**config.mk**
```make
export PLATFORM = sky130hd
export DESIGN_NAME = seq_shift_add_mult
export DESIGN_NICKNAME = d
export VERILOG_FILES = /design/src/rtl/seq_shift_add_mult.sv
export SDC_FILE = /design/constraint.sdc
export NUM_CORES = 1
export LEC_CHECK = 0
export BUFFER_PORTS_ARGS = -buffer_cell sky130_fd_sc_hd__buf_4
export CAP_MARGIN = 20
export CELL_PAD_IN_SITES_DETAIL_PLACEMENT = 1
export CELL_PAD_IN_SITES_GLOBAL_PLACEMENT = 2
export CORE_MARGIN = 1
export CORE_UTILIZATION = 34
export DETAILED_ROUTE_END_ITERATION = 16
export GPL_TIMING_DRIVEN = 0
export PLACE_DENSITY_LB_ADDON = 0.12
export SLEW_MARGIN = 20
export SYNTH_ARGS = -nofsm -noshare
export SYNTH_HDL_FRONTEND = slang
export SYNTH_SLANG_ARGS = --single-unit
```
**constraint.sdc**
```tcl
create_clock -name clk -period 9.47 [get_ports clk]
set_input_delay 0.4735 -clock clk [delete_from_list [all_inputs] [get_ports clk]]
set_output_delay 0.4735 -clock clk [all_outputs]
set_load 0.005 [all_outputs]
```
**src/rtl/seq_shift_add_mult.sv**
```systemverilog
`default_nettype none
// ============================================================================
// Module   : seq_shift_add_mult
// Brief    : Unsigned shift-add multiplier, WIDTH iterations on one external adder.
// Revision : 1.0 - initial release
// ============================================================================
module seq_shift_add_mult #(
    parameter int WIDTH = 32
) (
    input  logic               clk,
    input  logic               rst,
    input  logic               start,
    input  logic [WIDTH-1:0]   multiplicand,
    input  logic [WIDTH-1:0]   multiplier,
    output logic [WIDTH-1:0]   add_a,
    output logic [WIDTH-1:0]   add_b,
    output logic               add_cin,
    input  logic [WIDTH-1:0]   add_sum,
    input  logic               add_cout,
    output logic [2*WIDTH-1:0] product,
    output logic               busy,
    output logic               done
);

    localparam int c_CNT_W = (WIDTH > 1) ? $clog2(WIDTH) : 1;
    localparam logic [c_CNT_W-1:0] c_LAST = c_CNT_W'(WIDTH - 1);

    localparam logic [1:0] c_IDLE = 2'd0;
    localparam logic [1:0] c_RUN  = 2'd1;
    localparam logic [1:0] c_DONE = 2'd2;

    logic [1:0]         r_state;
    logic [WIDTH-1:0]   r_m;
    logic [WIDTH-1:0]   r_a;
    logic [WIDTH-1:0]   r_q;
    logic [c_CNT_W-1:0] r_cnt;
    logic [2*WIDTH-1:0] r_product;

    // DONE also samples start so back-to-back products come every WIDTH+1 cycles.
    logic w_accept;
    assign w_accept = start && ((r_state == c_IDLE) || (r_state == c_DONE));

    always_ff @(posedge clk or posedge rst) begin
        if (rst) begin
            r_state   <= c_IDLE;
            r_m       <= '0;
            r_a       <= '0;
            r_q       <= '0;
            r_cnt     <= '0;
            r_product <= '0;
        end else begin
            case (r_state)
                c_IDLE, c_DONE: begin
                    if (w_accept) begin
                        r_m     <= multiplicand;
                        r_q     <= multiplier;
                        r_a     <= '0;
                        r_cnt   <= '0;
                        r_state <= c_RUN;
                    end else begin
                        r_state <= c_IDLE;
                    end
                end
                c_RUN: begin
                    // The carry bit C is always cleared by the shift, so cout lands in A's MSB.
                    r_a   <= {add_cout, add_sum[WIDTH-1:1]};
                    r_q   <= {add_sum[0], r_q[WIDTH-1:1]};
                    r_cnt <= r_cnt + 1'b1;
                    if (r_cnt == c_LAST) begin
                        r_product <= {add_cout, add_sum, r_q[WIDTH-1:1]};
                        r_state   <= c_DONE;
                    end
                end
                default: r_state <= c_IDLE;
            endcase
        end
    end

    assign add_a   = r_a;
    assign add_b   = r_m & {WIDTH{r_q[0]}};
    assign add_cin = 1'b0;
    assign product = r_product;
    assign busy    = (r_state == c_RUN);
    assign done    = (r_state == c_DONE);

endmodule
`default_nettype wire

```
==> out/metrics.yaml <==
drt:
  top_layer_used: "met4"
  initialDrtViolationCount: 174
  met2_wirelength_um: 9270
  drcViolationCount: 0
  detail_route.wl_per_cell_um: 17.8
  routed_via_density: 4.70
  drt-total-wl_um: 19200
  drtPass1Iterations: 4
  ant_nets: 0
  met3RoutedLength_um: 1500
  via_count: 5065
  route.layer.met1.wl_um: 8230
clock_tree:
  holdBufCountCts: 0
  clock_tree.htree_level_count: 4
  path_clk_slew_ns: 0.07
  tritoncts_num_sinks: 167
  tritoncts.num_buffers: 17
  clock_insertion_delay_worst_skew_ns: 0.43
  clk_root_buffer_cell: "sky130_fd_sc_hd__clkbuf_16"
  cts_max_path_buffers: 2
  tritoncts: "done"
  cts_resized: 0
  postCtsSetupBuffers: 0
cells_and_area:
  fill_cell_total_of_the_finished_layout: 2148
  post_route_cells_drive_above_1_share_pct: 42.6
  fin_area_um2: 9500
  final_core_utilization_pct: 48.5
  antenna_cells: 0
  stdcell_count: 1077
  fin_nets: 901
  area_growth_from_synthesis_to_final_layout_pct: 39.3
global_route:
  grt_total_usage_pct: 19.4
  grt_start_max_net_pins: 97
  first_pass_grt_wire_length_um: 30500
  vias_in_the_first_global_route: 5554
  antenna_violations_before_repair: 0
  grt.overflow.total: 0
critical_path:
  timing.critical_path.to_type: "primary output"
  critical_path_arrival_ns: 1.79
  r2r_setup_slack_ns: 7.49
  timing.critical_path.required_ns: 9.00
  critPathMaxFanout: 10
  cpPeakStageDelay_ns: 0.40
  crit_path_cell_trace: "nand2b_1 -> buf_6 -> clkinv_4 -> clkbuf_1 -> buf_4"
  worst_path_max_delay_cell: "sky130_fd_sc_hd__clkbuf_1"
  critPathKind: "reg -> out"
  timing.critical_path.from_type: "register"
timing:
  tightestPinTransition_ns: 0.633
  rsz0062_at_grt: "false"
  slew_viol_final: 0
  final_hold_vio_count: 0
  timing.max_slew.rel_slack_pct: 57.8
  period_minus_slack_ns: 2.26
  setup_violations: 0
  post-route-worst-setup-slack_ns: 7.21
  post-route-period-util_pct: 23.9
  setup_total_negative_slack_ns: 0
  timing.fmax_mhz: 443
  final.hold.worst_slack_ns: 0.0939
  fin_worst_skew_ns: 0.0106
power:
  totalPowerFinal_mw: 3.05
  cell_pwr_density_nw_per_um2: 321
  ir_drop_uv: 119
  cellInternalPower_mw: 2.07
  share_seq_of_total_power_pct: 41.3
  swShare_pct: 32.2
  p_switching_mw: 0.982
  p_leak_nw: 4.88
  share_clk_of_total_power_pct: 23.1
  share_comb_of_total_power_pct: 35.6
yosys:
  number_of_enable_flip_flop_cells_after_synthesis: 0
  synth.net_count: 652
  synthMostInstantiatedCell: "sky130_fd_sc_hd__dfrtp_1"
  asyncSetResetFlopFracSynth_pct: 100
  netlist_area_um2: 6820
  synth-seq-cells: 167
  yosysTopAreaCell: "sky130_fd_sc_hd__dfrtp_1"
  netlist_top_cells_area: "sky130_fd_sc_hd__dfrtp_1 61%, sky130_fd_sc_hd__mux2_4 11%, sky130_fd_sc_hd__nand2_1 7.2%"
  syn_avg_cell_area_um2: 12.4
  ys_seq_area_share_pct: 61.3
  synth.distinct_cells: 24
  yosysWarningCount: 0
  yosys.area.top_type_share_pct: 61.3
  synthesis.instances: 550
  synth.cells.most_frequent: "167 x sky130_fd_sc_hd__dfrtp_1, 131 x sky130_fd_sc_hd__nand2_1, 49 x sky130_fd_sc_hd__mux2_4"
  synth_flop_cell: "sky130_fd_sc_hd__dfrtp_1"
floorplanning:
  fp-row-count: 51
  initial_utilization_pct: 34.8
  dieWidth_um: 144
  boundaryPins: 231
  floorplan.core_area_um2: 19600
  die-area_um2: 20600
  fp.dieH_um: 144
placed_design:
  hpwl_um: 13600
  io_buffers: 229
  globalplace.congestion: 0.733
  dpl.cell_count: 1045
  place_ws_ns: 7.49
  placedInstanceArea_um2: 8910
run:
  drv_cap: 0
status:
  outcome: "finished clean"
min_path:
  hp-class: "in -> async"
-- logic make-up (layout without fill, tap and decap cells) --
kind of cell / count (synthesis) / count (layout) / synth area share (%)
flops: 167 / 167 / 61.3
mux: 67 / 67 / 13.7
fa+ha+maj: 2 / 2 / 0.367
other cells: 1 / 1 / 0.0550
simple gates: 203 / 203 / 13.2
compound gates: 68 / 68 / 8.03
buf+inv: 42 / 304 / 3.36
-- path summary, 6_finish.rpt --
kind,start,end,cells after the start
setup / recovery,r_state[1]$_DFFE_PP0P_,busy,5
hold / removal,rst,product[1]$_DFFE_PP0P_,2
setup reg to reg,r_cnt[0]$_DFFE_PP0P_,product[36]$_DFFE_PP0P_,7
hold reg to reg,r_m[16]$_DFFE_PP0P_,r_m[16]$_DFFE_PP0P_,2
max in group asynchronous,rst,r_q[31]$_DFFE_PP0P_,3
min in group clk,multiplicand[24],r_m[24]$_DFFE_PP0P_,3
-- final cells by class --
cell class	instances	area, µm²	share of cell area (%)
plain buffers	39	213	2.24
well taps	265	332	3.49
clock buffers	18	439	4.62
clock inverters	14	156	1.65
multi-input cells	341	2410	25.4
repair buffers	230	1750	18.4
flip-flops and latches	167	4180	44.0
inverters	3	23.8	0.250
-- flip-flops by register name, indices dropped and copies added (netlist names) --
| register | flops |
|---|---|
| r_cnt | 5 |
| product | 64 |
| r_m | 32 |
| r_q | 32 |
| r_state | 2 |
| add_a | 32 |
-- per-layer routing --
layer	up-vias	global-route usage (%)
li1	2380	-
met1	2513	24.2
met2	161	31.7
met3	11	6.76
met4	0	5.60
met5	-	0
-- placed cells by master, fill, tap and decap left out, types with 2 or more instances in the layout --
master	n
sky130_fd_sc_hd__buf_4	230
sky130_fd_sc_hd__inv_6	5
sky130_fd_sc_hd__nand3_1	33
sky130_fd_sc_hd__a22oi_1	32
sky130_fd_sc_hd__mux2_4	49
sky130_fd_sc_hd__buf_2	8
sky130_fd_sc_hd__o21ai_0	2
sky130_fd_sc_hd__buf_6	7
sky130_fd_sc_hd__nand2_1	131
sky130_fd_sc_hd__ha_1	2
sky130_fd_sc_hd__and2_1	32
sky130_fd_sc_hd__dfrtp_1	167
sky130_fd_sc_hd__mux2i_1	2
sky130_fd_sc_hd__clkbuf_1	14
sky130_fd_sc_hd__buf_1	9
sky130_fd_sc_hd__mux2_2	16
sky130_fd_sc_hd__inv_8	5
sky130_fd_sc_hd__a22o_1	34
sky130_fd_sc_hd__nand2b_1	2
sky130_fd_sc_hd__clkinv_4	2
sky130_fd_sc_hd__clkbuf_16	17
sky130_fd_sc_hd__nor2b_1	2
-- power groups by stage --
| stage | Combinational (mW) | Clock (mW) | Sequential, mW |
|---|---|---|---|
| after floorplan | 0.539 | 0 | 1.23 |
| after global placement | 1.08 | 0 | 1.25 |
| after detailed placement | 1.11 | 0 | 1.27 |
| after CTS | 1.11 | 0.727 | 1.26 |
| after global routing | 1.20 | 0.755 | 1.31 |
| final | 1.08 | 0.705 | 1.26 |
-- critical path: cells and delay by family, from the launching register on --
kind | cells | cell delay (ns)
buffers and inverters | 4 | 0.84
DFF | 1 | 0.37
and+or+nand+nor | 1 | 0.15
(Power assumes the default switching activity.)
